**src/rtl/pwm_pkg.sv**
```systemverilog
// pwm_pkg: shared definitions for the RC-servo pulse receiver.
//  - Default timing constants, expressed in measurement ticks or clk_12MHz cycles.
//  - rx_state_t: pulse receiver FSM states.
//  - pwm_width_t: 8-bit width value (0 = 1 ms, 255 = 2 ms).
//  - clamp_width(): converts a pulse length in ticks to the 8-bit width scale.
package pwm_pkg;

  localparam int TICK_DIV_DEF      = 47;
  localparam int OFFSET_TICKS_DEF  = 255;
  localparam int MIN_TICKS_DEF     = 230;
  localparam int MAX_TICKS_DEF     = 560;
  localparam int TIMEOUT_TICKS_DEF = 25500;

  typedef logic [7:0] pwm_width_t;

  localparam pwm_width_t FAILSAFE_DEF = 8'd127;

  typedef enum logic [1:0] {
    WAIT_LOW,
    WAIT_RISE,
    HIGH
  } rx_state_t;

  // The subtraction is done in 11-bit signed arithmetic so that pulses shorter
  // than the offset go negative and clamp to 0 instead of wrapping around.
  function automatic pwm_width_t clamp_width(input logic [9:0] ticks,
                                             input logic [9:0] offset);
    logic signed [10:0] diff;
    diff = $signed({1'b0, ticks}) - $signed({1'b0, offset});
    if (diff[10]) begin
      return 8'd0;
    end else if (diff > 11'sd255) begin
      return 8'd255;
    end else begin
      return diff[7:0];
    end
  endfunction

endpackage

```
**src/rtl/pwm_tick_gen.sv**
```systemverilog
// pwm_tick_gen: clock-enable prescaler for the pulse measurement.
//  Counts 0..TICK_DIV-1 and raises tick for one cycle at TICK_DIV-1.
//  A restart forces the count back to 0 and suppresses that cycle's tick, so
//  the first tick after a restart lands exactly TICK_DIV cycles later.
// Ports:
//  clk_12MHz  in   system clock
//  reset      in   asynchronous, active-low reset
//  restart    in   synchronous restart of the prescaler
//  tick       out  one-cycle enable every TICK_DIV cycles
module pwm_tick_gen
  import pwm_pkg::*;
#(
  parameter int TICK_DIV = TICK_DIV_DEF
) (
  input  logic clk_12MHz,
  input  logic reset,
  input  logic restart,
  output logic tick
);

  localparam int            CW   = (TICK_DIV > 1) ? $clog2(TICK_DIV) : 1;
  localparam logic [CW-1:0] LAST = CW'(TICK_DIV - 1);

  logic [CW-1:0] cnt_q, cnt_d;

  always_comb begin
    tick  = 1'b0;
    cnt_d = cnt_q + CW'(1);
    if (restart) begin
      cnt_d = '0;
    end else if (cnt_q == LAST) begin
      cnt_d = '0;
      tick  = 1'b1;
    end
  end

  always_ff @(posedge clk_12MHz or negedge reset) begin
    if (!reset) begin
      cnt_q <= '0;
    end else begin
      cnt_q <= cnt_d;
    end
  end

endmodule

```
**src/rtl/pwm_receiver.sv**
```systemverilog
// pwm_receiver: measures RC-servo pulses and converts them to an 8-bit width.
//  1 ms -> 0, 2 ms -> 255. Malformed pulses are rejected, and a loss of signal
//  drives the failsafe width and raises signal_lost.
// Ports:
//  clk_12MHz    in   system clock
//  reset        in   asynchronous, active-low reset
//  pwm_in       in   raw pulse input, asynchronous to clk_12MHz
//  width        out  last accepted pulse width, 0..255
//  valid        out  one-cycle strobe when width is updated from a pulse
//  signal_lost  out  1 = no accepted pulse within TIMEOUT_TICKS
module pwm_receiver
  import pwm_pkg::*;
#(
  parameter int         TICK_DIV      = TICK_DIV_DEF,
  parameter int         OFFSET_TICKS  = OFFSET_TICKS_DEF,
  parameter int         MIN_TICKS     = MIN_TICKS_DEF,
  parameter int         MAX_TICKS     = MAX_TICKS_DEF,
  parameter int         TIMEOUT_TICKS = TIMEOUT_TICKS_DEF,
  parameter pwm_width_t FAILSAFE      = FAILSAFE_DEF
) (
  input  logic       clk_12MHz,
  input  logic       reset,
  input  logic       pwm_in,
  output logic [7:0] width,
  output logic       valid,
  output logic       signal_lost
);

  localparam logic [9:0]  MIN_T     = 10'(MIN_TICKS);
  localparam logic [9:0]  MAX_T     = 10'(MAX_TICKS);
  localparam logic [9:0]  OFFSET_T  = 10'(OFFSET_TICKS);
  localparam logic [9:0]  PULSE_SAT = 10'h3FF;
  localparam logic [14:0] TIMEOUT_T = 15'(TIMEOUT_TICKS);

  // sync_q[1] is the synchronized input; sync_q[2] is its previous value.
  logic [2:0]  sync_q, sync_d;
  logic        rise_q, rise_d;
  logic        fall_q, fall_d;
  logic [1:0]  prime_q, prime_d;
  rx_state_t   state_q, state_d;
  logic [9:0]  pulse_q, pulse_d;
  logic [14:0] timeout_q, timeout_d;
  pwm_width_t  width_q, width_d;
  logic        valid_q, valid_d;
  logic        lost_q, lost_d;

  logic       tick;
  logic       primed;
  logic       accept;
  logic [9:0] pulse_inc;

  pwm_tick_gen #(
    .TICK_DIV (TICK_DIV)
  ) u_tick_gen (
    .clk_12MHz (clk_12MHz),
    .reset     (reset),
    .restart   (rise_q),
    .tick      (tick)
  );

  // The synchronizer is cleared by reset, so for the first few cycles it shows
  // 0 regardless of the pin. primed holds the FSM in WAIT_LOW until the
  // pipeline reflects the real pin, so a pulse already in progress at reset
  // release is not mistaken for a low level followed by a fresh rising edge.
  always_comb begin
    sync_d  = {sync_q[1:0], pwm_in};
    rise_d  = sync_q[1] & ~sync_q[2];
    fall_d  = ~sync_q[1] & sync_q[2];
    primed  = (prime_q == 2'd3);
    prime_d = primed ? prime_q : prime_q + 2'd1;
  end

  // The tick arriving in the same cycle as the falling edge is still counted,
  // which makes the measured length floor(high_clks / TICK_DIV) exactly.
  always_comb begin
    state_d   = state_q;
    pulse_d   = pulse_q;
    accept    = 1'b0;
    pulse_inc = (tick && (pulse_q != PULSE_SAT)) ? pulse_q + 10'd1 : pulse_q;
    case (state_q)
      WAIT_LOW: begin
        if (primed && !sync_q[1]) begin
          state_d = WAIT_RISE;
        end
      end
      WAIT_RISE: begin
        if (rise_q) begin
          pulse_d = '0;
          state_d = HIGH;
        end
      end
      HIGH: begin
        pulse_d = pulse_inc;
        if (fall_q) begin
          state_d = WAIT_RISE;
          accept  = (pulse_inc >= MIN_T) && (pulse_inc <= MAX_T);
        end else if (pulse_inc > MAX_T) begin
          state_d = WAIT_LOW;
        end
      end
      default: begin
        state_d = WAIT_LOW;
      end
    endcase
  end

  // An accept takes priority over the timeout firing in the same cycle.
  always_comb begin
    width_d   = width_q;
    valid_d   = 1'b0;
    lost_d    = lost_q;
    timeout_d = timeout_q;
    if (accept) begin
      width_d   = clamp_width(pulse_inc, OFFSET_T);
      valid_d   = 1'b1;
      lost_d    = 1'b0;
      timeout_d = '0;
    end else if (tick && (timeout_q != TIMEOUT_T)) begin
      timeout_d = timeout_q + 15'd1;
      if ((timeout_q + 15'd1) == TIMEOUT_T) begin
        lost_d  = 1'b1;
        width_d = FAILSAFE;
      end
    end
  end

  always_ff @(posedge clk_12MHz or negedge reset) begin
    if (!reset) begin
      sync_q    <= '0;
      rise_q    <= 1'b0;
      fall_q    <= 1'b0;
      prime_q   <= '0;
      state_q   <= WAIT_LOW;
      pulse_q   <= '0;
      timeout_q <= '0;
      width_q   <= FAILSAFE;
      valid_q   <= 1'b0;
      lost_q    <= 1'b1;
    end else begin
      sync_q    <= sync_d;
      rise_q    <= rise_d;
      fall_q    <= fall_d;
      prime_q   <= prime_d;
      state_q   <= state_d;
      pulse_q   <= pulse_d;
      timeout_q <= timeout_d;
      width_q   <= width_d;
      valid_q   <= valid_d;
      lost_q    <= lost_d;
    end
  end

  assign width       = width_q;
  assign valid       = valid_q;
  assign signal_lost = lost_q;

endmodule

```
**config.mk**
```make
export PLATFORM = sky130hd
export DESIGN_NAME = pwm_receiver
export DESIGN_NICKNAME = d
export VERILOG_FILES = /design/src/rtl/pwm_pkg.sv /design/src/rtl/pwm_tick_gen.sv /design/src/rtl/pwm_receiver.sv
export SDC_FILE = /design/constraint.sdc
export NUM_CORES = 1
export LEC_CHECK = 0
export BUFFER_PORTS_ARGS = -buffer_cell sky130_fd_sc_hd__buf_2
export CAP_MARGIN = 40
export CELL_PAD_IN_SITES_DETAIL_PLACEMENT = 1
export CELL_PAD_IN_SITES_GLOBAL_PLACEMENT = 1
export CORE_MARGIN = 5
export CORE_UTILIZATION = 48
export DETAILED_ROUTE_END_ITERATION = 10
export PLACE_DENSITY = 0.87
export SYNTH_ARGS = -nofsm -noshare
export SYNTH_HDL_FRONTEND = slang
export SYNTH_SLANG_ARGS = --single-unit
```
**constraint.sdc**
```tcl
create_clock -name clk_12MHz -period 3.6 [get_ports clk_12MHz]
set_input_delay 0.18 -clock clk_12MHz [delete_from_list [all_inputs] [get_ports clk_12MHz]]
set_output_delay 0.18 -clock clk_12MHz [all_outputs]
set_load 0.02 [all_outputs]
```
After elaboration in Yosys (flattened, before gate mapping)
Cells that the tools add are included.
Cells by class
  add/sub/neg operators: 5
  order comparisons: 4
  eq/ne operators: 10
  multiplexer cells: 25
  bitwise gates (word level): 4
  reductions and logical operators: 12
Operator list (number)
  8-bit 2-to-1 mux: 5
  15-bit 2-to-1 mux: 2
  10-bit 2-to-1 mux: 2
  10-bit case mux with 2 select lines: 1
  15-bit by 1-bit adder with 15-bit output (second input constant): 1
  15-bit == test (second input constant): 1
  15-bit != test (second input constant): 1
  6-bit 2-to-1 mux: 2
  11-bit by 9-bit > comparator with 1-bit output (second input constant): 1
  10-bit by 8-bit subtractor with 11-bit output (second input constant): 1
  10-bit by 1-bit adder with 10-bit output (second input constant): 1
  10-bit by 8-bit greater-or-equal comparator with 1-bit output (second input constant): 1
  10-bit > comparator (second input constant): 1
  10-bit less-or-equal comparator (second input constant): 1
  10-bit != test (second input constant): 1
  1-bit 2-to-1 mux: 8
  2-bit 2-to-1 mux: 4
  6-bit by 1-bit adder with 6-bit output (second input constant): 1
  6-bit == test (second input constant): 1
  2-bit case mux with 3 select lines: 1
  2-bit nonzero test: 3
  2-bit == test (second input constant): 2
  1-bit logical AND: 4
  2-bit != test (second input constant): 2
  other kinds (9): 12
Word-level totals
  bits in registers: 50
  bits of input ports: 3
  output and inout bits: 10

Longest topological paths before layout
Gate-level depths: netlist (run 1).
  word-level depth: 11
  depth in mapped cells: 15

Hierarchy
From an unflattened synthesis (run 1), not the netlist that was laid out.
Second synthesis, totals
  cells, all modules: 335
  area, all modules: 3110.5 um^2
By module, submodules not included
  pwm_receiver: instances 1, cells an instance 306, area each 2816.5 um^2
  pwm_tick_gen: instances 1, cells an instance 29, area each 294.0 um^2

Least setup slack after synthesis (run 1)
OpenSTA, ideal clock, no wires.
  path kind: reg-to-reg
  start point: register pulse_q[0]
  end point: register width_q[7] (netlist: width[7])
  setup time: 0.151 ns
  arrival time: 2.871 ns
  data required time: 3.449 ns
  slack: 0.578 ns
  stages on the path, launching flop included: 15
  path through: dfrtp_1 -> ha_1 -> nand3_1 -> nor3_2 -> nor2_1 -> xnor2_1 -> inv_1 -> ha_1 -> nand2_1 -> a21oi_1 -> o22ai_1 -> or4b_4 -> buf_6 -> a32oi_2 -> o32ai_1
On the way
  longest elaborated chain between the ends: 9
  elaborated cells on any way between the ends: 17
  those cells by class: 2 x add/sub; 3 x order compare; 1 x eq/ne; 6 x mux; 5 x reduce/logical
RTL lines
  start, declared: line pwm_receiver.sv:41  | logic [9:0] pulse_q, pulse_d;
  start signal, assigned: line pwm_receiver.sv:145  | pulse_q <= pulse_d;
  branches (longest 2 deep; another with 10-bit by 1-bit adder with 10-bit output)
  10-bit 2-to-1 mux (*): line pwm_receiver.sv:79  | pulse_inc = (tick && (pulse_q != PULSE_SAT)) ? pulse_q + 10'd1 : pulse_q;
  branches (longest 6 deep; another with 10-bit by 8-bit subtractor with 11-bit output)
  end signal, assigned: line pwm_receiver.sv:147  | width_q <= width_d;
  end, declared: line pwm_receiver.sv:43  | pwm_width_t width_q, width_d;
Every way passes the cells marked *.
A chain may end at the register's enable or synchronous reset.

Final worst setup path (run 1)
  start point: register pulse_q[4]
  end point: register width_q[7] (netlist: width[7])
Same word-level chain as after synthesis.

==> out/metrics.yaml, run 1 <==
run_status:
  run_status: "finished clean"
grt:
  grt_busiest_layer: "met2"
  use_met2: 0.373
  grt_max_degree: 51
  grt_use_met1: 0.285
  track_usage: 0.219
  use_met3: 0.0357
  antenna_found_initial: 0
  grt_pass1_wl_um: 15100
  overflow: 0
  grt_pass1_vias: 2974
cells_and_area:
  postLayoutCoreUtil: 0.532
  n_antenna_cell: 0
  syn_to_final_growth_pct: 9.00
  layout.cells.non_filler: 462
  drive_above_1_share: 0.160
  layout_common_cells: "46 x nor2_1, 42 x dfrtp_1, 22 x nand2_1, 18 x a21oi_1, 16 x inv_1"
  final_common_cell: "nor2_1"
  fin_nets: 392
power_and_ir_drop:
  vdd_ir_drop_max_mv: 0.189
  pwr-share-clk: 0.220
  power_density_nw_per_um2: 433
  seq_power_share: 0.486
  fin_total_pwr_w: 0.00155
  leakagePower_nw: 1.50
  intPower_w: 0.000972
  switching_power_w: 0.000576
  switching_share: 0.372
  comb_power_share: 0.294
worst_setup_path:
  start_kind: "flip-flop"
  endpoint_kind: "flip-flop"
  setup.worst_path.class: "reg -> reg"
  arrival_ps: 3520
  crit_path_max_fanout: 15
  r2r_setup_slack_ps: 270
  r2r_cells: 11
  critPathRequiredTime_ps: 3800
sta:
  holdWs_ps: 357
  post-route-period-util: 0.924
  clock_skew_ps: 8.90
  post-route-min-period_ps: 3330
  finalSetupViolCount: 0
  rsz0062_at_grt: "false"
  worst_slew_pin_slew_ps: 726
  tns_ps: 0
  fmax_mhz: 301
  hold_viol: 0
  slew_headroom: 0.502
  drv_slew: 0
synthesis:
  avgSynthCellArea_um2: 9.04
  synth_area_um2: 3280
  synth_edf_count: 0
  synthCells: 363
  synth_ff_type: "dfrtp_1"
  synth_cell_types: 68
  synth_warnings: 0
  synth_nets: 374
  ys_ff_latch: 50
  seq_area_frac_synth: 0.384
  async_reset_ff_frac: 1.00
cts:
  cts-buffers-inserted: 5
  cts_hold_buf: 2
  cts_setup_buffers: 0
  clkTransAtPathRegs_ps: 100
  h-tree-depth: 2
  ctsResizeCount: 0
  cts_buffer_depth: 2
  tritoncts: "done"
  clock-root-buffer: "clkbuf_8"
  clk_latency_ps: 310
  cts.sinks: 50
drt:
  totalWireLength_um: 8830
  vias: 2880
  via_per_inst: 6.23
  drc: 0
  drtAntennaViolNets: 0
  drt_iter0_drc: 147
  post_drt_wl_per_cell_um: 19.1
  drt_first_pass_iters: 4
floorplanning:
  dieArea_um2: 8590
  io_pins: 13
  rows: 30
  start_util: 0.488
  dieWidth_um: 92.7
  core_um2: 6720
  die_h_um: 92.7
flow_run:
  cap_violations: 0
placed_design:
  numPortBuffers: 12
  routabilityCongestion: 1.02
  numPlacedInstances: 452
  dp_hpwl_um: 6490
min_path:
  holdPathStages: 0
  hold_path_class: "reg -> reg"
-- per-stage QoR --
stage / cell area (um2) / worst slack, ps
6_report: 3580 / 273
5_1_grt: 3580 / 21.5
4_1_cts: 3580 / 324
3_5_place_dp: 3470 / 381
3_3_place_gp: 3470 / 463
2_1_floorplan: 3280 / 578
-- power groups by stage --
stage               sequential (W)  clock (W)  combinational, W
CTS                       0.000750   0.000358          0.000455
finish                    0.000752   0.000341          0.000454
global route              0.000766   0.000389          0.000500
floorplan                 0.000743          0          0.000307
detailed placement        0.000760          0          0.000448
global placement          0.000753          0          0.000432
-- state kept, by name, summed over array words and instances, names as in the netlist --
| register | flops |
|---|---|
| fall_q | 1 |
| prime_q | 2 |
| pulse_q | 10 |
| rise_q | 1 |
| signal_lost | 1 |
| state_q | 2 |
| sync_q | 3 |
| timeout_q | 15 |
| u_tick_gen.cnt_q | 6 |
| valid | 1 |
| width | 8 |
-- worst paths after layout --
path	start	to
max	pulse_q[4]	width[7]
min reg2reg	sync_q[0]	sync_q[1]
min in group asynchronous	reset	timeout_q[7]
max in group asynchronous	reset	pulse_q[0]
min	sync_q[0]	sync_q[1]
max reg2reg	pulse_q[4]	width[7]
-- cells in the mapped netlist (all sizes together) (2+ instances only) --
cell / number / share of area
o32ai: 3 / 0.0080
and4: 3 / 0.0080
a311oi: 3 / 0.0080
a21oi: 18 / 0.027
nand2b: 3 / 0.0057
dfrtp: 42 / 0.32
o21ai: 6 / 0.0091
inv: 16 / 0.018
nor2: 47 / 0.055
o211ai: 4 / 0.0092
a211oi: 3 / 0.0069
xor2: 11 / 0.029
and2: 6 / 0.011
mux2i: 5 / 0.015
mux2: 3 / 0.010
a32oi: 2 / 0.0076
nor3: 11 / 0.021
nand2: 22 / 0.025
a2111oi: 2 / 0.0053
o31ai: 3 / 0.0069
clkbuf: 8 / 0.0092
ha: 8 / 0.031
o22ai: 9 / 0.017
or2: 3 / 0.0057
dfstp: 8 / 0.064
o2111a: 3 / 0.010
o211a: 2 / 0.0061
buf: 10 / 0.018
nand3: 15 / 0.023
a221oi: 3 / 0.0080
or3: 2 / 0.0038
or4b: 2 / 0.0072
a41oi: 2 / 0.0053
o22a: 2 / 0.0053
or4: 2 / 0.0046
nand4: 8 / 0.017
nor2b: 4 / 0.0076
xnor2: 15 / 0.040
nor4: 4 / 0.012
o221a: 3 / 0.010
nand4bb: 2 / 0.0069
a21o: 7 / 0.016
and3: 5 / 0.0095
a31oi: 9 / 0.017
-- area by class of cell --
type / instances / area (um2)
fillers: 809 / 3140
clock buffers: 6 / 72.6
clock inverters: 2 / 17.5
well taps: 80 / 100
inverters: 16 / 60.1
multi-input cells: 279 / 1870
flip-flops and latches: 50 / 1260
repair buffers: 29 / 193
-- logic make-up after synthesis --
kind of cell    synth area share
simple gates               0.238
mux                       0.0255
compound gates             0.207
flops                      0.384
xor+xnor                  0.0694
buf+inv                   0.0450
fa+ha+maj                 0.0305
-- critical path: stages (launching register included) --
cell	delay (ps)
dfrtp_1	640
and4_1	290
nand3_1	190
and3_1	270
or2_2	350
ha_1	260
nand2_1	80
a21oi_1	50
o22ai_1	360
o211ai_1	320
a32oi_2	300
o32ai_1	110
-- per-layer routing --
metal  vias up  part of all wire
met1      1421              0.44
met5         -                 0
met3        16             0.039
met4         0             0.017
met2        65              0.50
li1       1378                 -
No activity file was read; power rests on OpenSTA's default activity.
==> run 2: changes to the inputs <==
CELL_PAD_IN_SITES_GLOBAL_PLACEMENT = 2   (was 1)
CORE_UTILIZATION = 39   (was 48)
PLACE_DENSITY = 0.86   (was 0.87)
==> out/metrics.yaml, run 2 (synthesized netlist as in run 1, its figures left out) <==
run_status:
  run_status: "finished clean"  # unchanged
drt:
  drtAntennaViolNets: 0  # unchanged
  vias: 2888  # was 2,880
  drt_iter0_drc: 103  # was 147
  post_drt_wl_per_cell_um: 18.7  # was 19.1 um
  via_per_inst: 5.88  # was 6.23
  drc: 0  # unchanged
  drt_first_pass_iters: 4  # unchanged
  totalWireLength_um: 9180  # was 8830 um
power_and_ir_drop:
  intPower_w: 0.00105  # was 0.000972 W
  switching_power_w: 0.000571  # was 0.000576 W
  seq_power_share: 0.449  # was 0.486
  switching_share: 0.352  # was 0.372
  power_density_nw_per_um2: 442  # was 433 nW/um2
  pwr-share-clk: 0.249  # was 0.220
  comb_power_share: 0.302  # was 0.294
  vdd_ir_drop_max_mv: 0.168  # was 0.189 mV
  leakagePower_nw: 1.53  # was 1.50 nW
grt:
  use_met3: 0.0351  # was 0.0357
  grt_pass1_vias: 3041  # was 2,974
  grt_busiest_layer: "met2"  # unchanged
  grt_use_met1: 0.241  # was 0.285
  use_met2: 0.327  # was 0.373
  antenna_found_initial: 0  # unchanged
  grt_max_degree: 39  # was 51
  grt_pass1_wl_um: 15500  # was 15,100 um
  track_usage: 0.190  # was 0.219
  overflow: 0  # unchanged
cells_and_area:
  layout_common_cells: "46 x nor2_1, 42 x dfrtp_1, 22 x nand2_1, 18 x a21oi_1, 18 x buf_4"  # was 46 x nor2_1, 42 x dfrtp_1, 22 x nand2_1, 18 x a21oi_1, 16 x inv_1
  fillerInstances: 986  # was 809
  syn_to_final_growth_pct: 11.9  # was 9.00%
  largest_reg_flops: 15  # unchanged
  final_common_cell: "nor2_1"  # unchanged
  drive_above_1_share: 0.168  # was 0.160
  fin_nets: 396  # was 392
  regMostFlops: "timeout_q"  # unchanged
  n_antenna_cell: 0  # unchanged
  multi_input_area_um2: 1870  # unchanged
  register_area_um2: 1260  # unchanged
floorplanning:
  dieWidth_um: 102  # was 92.7 um
  die_h_um: 102  # was 92.7 um
  core_um2: 8220  # was 6720 um2
  dieArea_um2: 10400  # was 8590 um2
  rows: 33  # was 30
  io_pins: 13  # unchanged
  start_util: 0.399  # was 0.488
worst_setup_path:
  setup.worst_path.class: "reg -> reg"  # unchanged
  critPathRequiredTime_ps: 3810  # was 3800 ps
  cp_slowest_cell: "o211ai_1"  # was dfrtp_1
  start_kind: "flip-flop"  # unchanged
  critPathMaxStageDelay_ps: 620  # was 640 ps
  arrival_ps: 3570  # was 3520 ps
  r2r_setup_slack_ps: 240  # was 270 ps
  endpoint_kind: "flip-flop"  # unchanged
  cp_cell_sequence: "inv_1, ha_1, and4bb_2, nand2_1, nor2_1, xnor2_1, inv_1, ha_1, nand2_1, a21oi_1, o22ai_1, o211ai_1, a32oi_2, o32ai_1"  # was and4_1, nand3_1, and3_1, or2_2, ha_1, nand2_1, a21oi_1, o22ai_1, o211ai_1, a32oi_2, o32ai_1
  crit_path_max_fanout: 8  # was 15
placed_design:
  dp_hpwl_um: 6890  # was 6490 um
  routabilityCongestion: 0.882  # was 1.02
  numPortBuffers: 12  # unchanged
sta:
  hold_viol: 0  # unchanged
  holdWs_ps: 291  # was 357 ps
  slew_headroom: 0.514  # was 0.502
  drv_slew: 0  # unchanged
  post-route-min-period_ps: 3360  # was 3330 ps
  fmax_mhz: 298  # was 301 MHz
  worst_slew_pin_slew_ps: 725  # was 726 ps
  finalSetupViolCount: 0  # unchanged
  post-route-period-util: 0.932  # was 0.924
  tns_ps: 0  # unchanged
  rsz0062_at_grt: "false"  # unchanged
  clock_skew_ps: 6.60  # was 8.90 ps
cts:
  cts_buffer_depth: 2  # unchanged
  cts.sinks: 50  # unchanged
  cts-buffers-inserted: 5  # unchanged
  h-tree-depth: 2  # unchanged
  clock-root-buffer: "clkbuf_8"  # unchanged
  clk_latency_ps: 310  # about the same
  tritoncts: "done"  # unchanged
  cts_setup_buffers: 0  # unchanged
  clkTransAtPathRegs_ps: 100  # about the same
min_path:
  hold_path_class: "in -> async"  # was reg -> reg
flow_run:
  cap_violations: 0  # unchanged
[run 2: metrics by stage]
stage                     setup slack (ps)   util  cells  power, W  instance area [um2]
after floorplan                        578      -    363   0.00105                 3280
after global placement                 437  0.429    480   0.00121                 3520
after detailed placement               256  0.429    480   0.00122                 3520
after CTS                              214  0.443    489   0.00163                 3640
after global routing                  2.73  0.447    491   0.00172                 3670
final                                  244  0.447    491   0.00162                 3670
[run 2: power by group through the flow]
stage	registers (W)	clock network (W)	logic (W)
after floorplan	0.000743	0	0.000307
after global placement	0.000733	0	0.000474
after detailed placement	0.000738	0	0.000484
after CTS	0.000728	0.000413	0.000487
after global routing	0.000741	0.000447	0.000537
final	0.000728	0.000404	0.000489
[run 2: path summary, 6_finish.rpt]
path	from	to	cells past startpoint
hold / removal	reset	timeout_q[9]	2
setup / recovery	u_tick_gen.cnt_q[0]	width[7]	14
max in group asynchronous	reset	u_tick_gen.cnt_q[1]	4
setup reg to reg	u_tick_gen.cnt_q[0]	width[7]	14
hold reg to reg	sync_q[0]	sync_q[1]	0
min in group clk_12MHz	sync_q[0]	sync_q[1]	0
[run 2: metal layers]
metal  vias up  wire length, um
li1       1387                -
met5         -                0
met1      1430             4190
met2        60             4500
met4         0              140
met3        11              352
[run 2: final cells by class]
| cell class | count | share of cell area |
|---|---|---|
| flip-flops and latches | 50 | 0.344 |
| clock inverters | 2 | 0.0102 |
| clock buffers | 6 | 0.0198 |
| well taps | 105 | 0.0358 |
| inverters | 16 | 0.0164 |
| repair buffers | 33 | 0.0641 |
| multi-input cells | 279 | 0.510 |
[run 2: critical path: cells and delay by family, from the launching register on]
| kind | cells | cell delay (ps) |
|---|---|---|
| compound gates | 5 | 1400 |
| xor+xnor | 1 | 160 |
| fa+ha+maj | 2 | 390 |
| buf+inv | 2 | 150 |
| flops | 1 | 420 |
| simple gates | 4 | 720 |
[run 2: what timing repair did]
item	4_1_cts	5_1_grt
setup endpoints to repair	0	5
gates resized for setup	0	1
endpoints found under the hold margin	1	12
hold buffers	1	1
==> run 3: changes to the inputs <==
CORE_UTILIZATION = 35   (was 39)
PLACE_DENSITY = 0.82   (was 0.86)
RECOVER_POWER = 25   (was unset)
clock period = 2.7 ns   (was 3.6 ns; I/O delays follow)
==> out/metrics.yaml, run 3 (synthesized netlist as in run 1, its figures left out) <==
run_status:
  run_status: "finished, violations left"  # was finished clean
  violations: "setup timing"
power_and_ir_drop:
  leakagePower_nw: 1.93  # was 1.53 nW
  vdd_ir_drop_max_mv: 0.262  # was 0.168 mV
  power_density_nw_per_um2: 511  # was 442 nW/um2
floorplanning:
  core_um2: 9200  # was 8220 um2
  rows: 35  # was 33
  io_pins: 13  # unchanged
  die_h_um: 107  # was 102 um
  dieWidth_um: 107  # was 102 um
  dieArea_um2: 11400  # was 10,400 um2
  start_util: 0.357  # was 0.399
cells_and_area:
  drive_above_1_share: 0.400  # was 0.168
  regMostFlops: "timeout_q"  # unchanged
  syn_to_final_growth_pct: 41.4  # was 11.9%
  largest_reg_flops: 15  # unchanged
  layout_common_cells: "83 x buf_4, 42 x dfrtp_1, 30 x nor2_1, 21 x nand2_1, 17 x a21oi_1"  # was 46 x nor2_1, 42 x dfrtp_1, 22 x nand2_1, 18 x a21oi_1, 18 x buf_4
  multi_input_area_um2: 2260  # was 1870 um2
  fillerInstances: 1057  # was 986
  postLayoutCoreUtil: 0.505  # was 0.447
  final_common_cell: "buf_4"  # was nor2_1
  design_area_um2: 4640  # was 3670 um2
  register_area_um2: 1260  # unchanged
  n_antenna_cell: 0  # unchanged
  fin_nets: 468  # was 396
drt:
  route.met3.wl_um: 622  # was 352 um
  totalWireLength_um: 12200  # was 9180 um
  drt_first_pass_iters: 4  # unchanged
  drc: 0  # unchanged
  wl_met1_um: 5260  # was 4190 um
  drtAntennaViolNets: 0  # unchanged
  wl_met2_um: 6130  # was 4500 um
  via_per_inst: 5.89  # was 5.88
  top_layer: "met4"  # unchanged
  post_drt_wl_per_cell_um: 21.5  # was 18.7 um
  vias: 3353  # was 2,888
  drt_iter0_drc: 139  # was 103
worst_setup_path:
  startpoint: "pulse_q[1]"  # was u_tick_gen.cnt_q[0]
  crit_path_max_fanout: 8  # unchanged
  reg2reg_from: "pulse_q[1]"  # was u_tick_gen.cnt_q[0]
  path_delay_family: "simple AND/OR/NAND/NOR gates"  # was compound AO/OA/AOI/OAI gates
  r2r_end: "width[7]"  # unchanged
  r2r_setup_slack_ps: -170  # was 240 ps
  start_kind: "flip-flop"  # unchanged
  crit_buf_inv: 3  # was 2
  cp_cell_sequence: "ha_2, buf_6, nand3_4, buf_4, nor4_2, buf_4, mux2_2, nor3_2, or4b_4, a32oi_2, o32ai_2"  # was inv_1, ha_1, and4bb_2, nand2_1, nor2_1, xnor2_1, inv_1, ha_1, nand2_1, a21oi_1, o22ai_1, o211ai_1, a32oi_2, o32ai_1
  crit_end: "width[7]"  # unchanged
  critPathRequiredTime_ps: 2910  # was 3810 ps
  setup.worst_path.class: "reg -> reg"  # unchanged
  critPathMaxStageDelay_ps: 560  # was 620 ps
  endpoint_kind: "flip-flop"  # unchanged
  arrival_ps: 3080  # was 3570 ps
  cp_slowest_cell: "or4b_4"  # was o211ai_1
  crit_top_cell: "buf_4"
  critical_path_depth: 11  # was 14
  r2r_cells: 11  # was 14
sta:
  rsz0062_at_grt: "true"  # was false
  fin_ws_ps: -169  # was 244 ps
  clock_skew_ps: 15.9  # was 6.60 ps
  drv_slew: 0  # unchanged
  hold_viol: 0  # unchanged
  post-route-period-util: 1.06  # was 0.932
  fmax_mhz: 349  # was 298 MHz
  finalSetupViolCount: 9  # was 0
  slew_headroom: 0.229  # was 0.514
  worst_slew_pin_slew_ps: 1160  # was 725 ps
  post-route-min-period_ps: 2870  # was 3360 ps
placed_design:
  place_area_um2: 3980  # was 3520 um2
  numPortBuffers: 12  # unchanged
  dp_hpwl_um: 7960  # was 6890 um
  routabilityCongestion: 0.938  # was 0.882
grt:
  track_usage: 0.200  # was 0.190
  overflow: 0  # unchanged
  grt_max_degree: 22  # was 39
  grt_pass1_vias: 3496  # was 3,041
  grt_pass1_wl_um: 18000  # was 15,500 um
  antenna_found_initial: 0  # unchanged
cts:
  cts_buffer_depth: 2  # unchanged
  tritoncts: "done"  # unchanged
  clk_latency_ps: 330  # was 310 ps
  h-tree-depth: 2  # unchanged
  cts-buffers-inserted: 5  # unchanged
  clock-root-buffer: "clkbuf_8"  # unchanged
  clkTransAtPathRegs_ps: 110  # was 100 ps
  cts.sinks: 50  # unchanged
flow_run:
  cap_violations: 0  # unchanged
min_path:
  hp-start: "sync_q[0]"
  hold_path_class: "reg -> reg"  # was in -> async
[run 3: per-stage QoR]
| stage | cells | TNS, ps | worst slack (ps) | total power, W | hold WS (ps) |
|---|---|---|---|---|---|
| floorplan | 363 | -370 | -127 | 0.00141 | -161 |
| global placement | 533 | -3580 | -158 | 0.00173 | 245 |
| detailed placement | 534 | -11060 | -495 | 0.00177 | 126 |
| CTS | 560 | -2610 | -124 | 0.00230 | 304 |
| global route | 569 | -2590 | -291 | 0.00250 | 374 |
| finish | 569 | -552 | -169 | 0.00237 | 364 |
[run 3: what timing repair did]
item                                    CTS  global route
endpoints found under the hold margin    19             0
resized for setup                        24            49
endpoints found under the setup margin   25            26
cloned                                    0             2
pin swaps                                21            28
setup buffers                            16             7
hold buffers                              2             0
[run 3: power breakdown]
part           switching, W  leakage, nW  internal [W]
logic              0.000504         1.24      0.000406
registers          0.000124        0.638      0.000863
clock network      0.000290       0.0483      0.000184
total              0.000918         1.93       0.00145
[run 3: final cells by class]
type	instances	area share
sequential	50	0.272
clock buffer	5	0.0148
multi-input combinational	280	0.488
timing repair buffer	104	0.178
clock inverter	3	0.00404
inverter	16	0.0129
tap	111	0.0299
[run 3: worst reg2reg max path, delay by kind of cell (launching register included)]
family / cells / cell delay, ps
simple gates: 4 / 990
buf+inv: 3 / 450
flops: 1 / 370
mux: 1 / 370
compound gates: 2 / 360
fa+ha+maj: 1 / 210
[run 3: how the worst min path moves through the flow]
stage	to	cells after the start
after floorplan	fall_q	0
after global placement	sync_q[0]	1
after detailed placement	timeout_q[7]	1
after CTS	timeout_q[7]	2
after global routing	sync_q[1]	0
final	sync_q[1]	0
[run 3: layer usage]
| layer | up-vias | global-route usage |
|---|---|---|
| met2 | 100 | 0.357 |
| met1 | 1685 | 0.253 |
| met4 | 0 | 0.0511 |
| met3 | 24 | 0.0283 |
| li1 | 1544 | - |
| met5 | - | 0 |
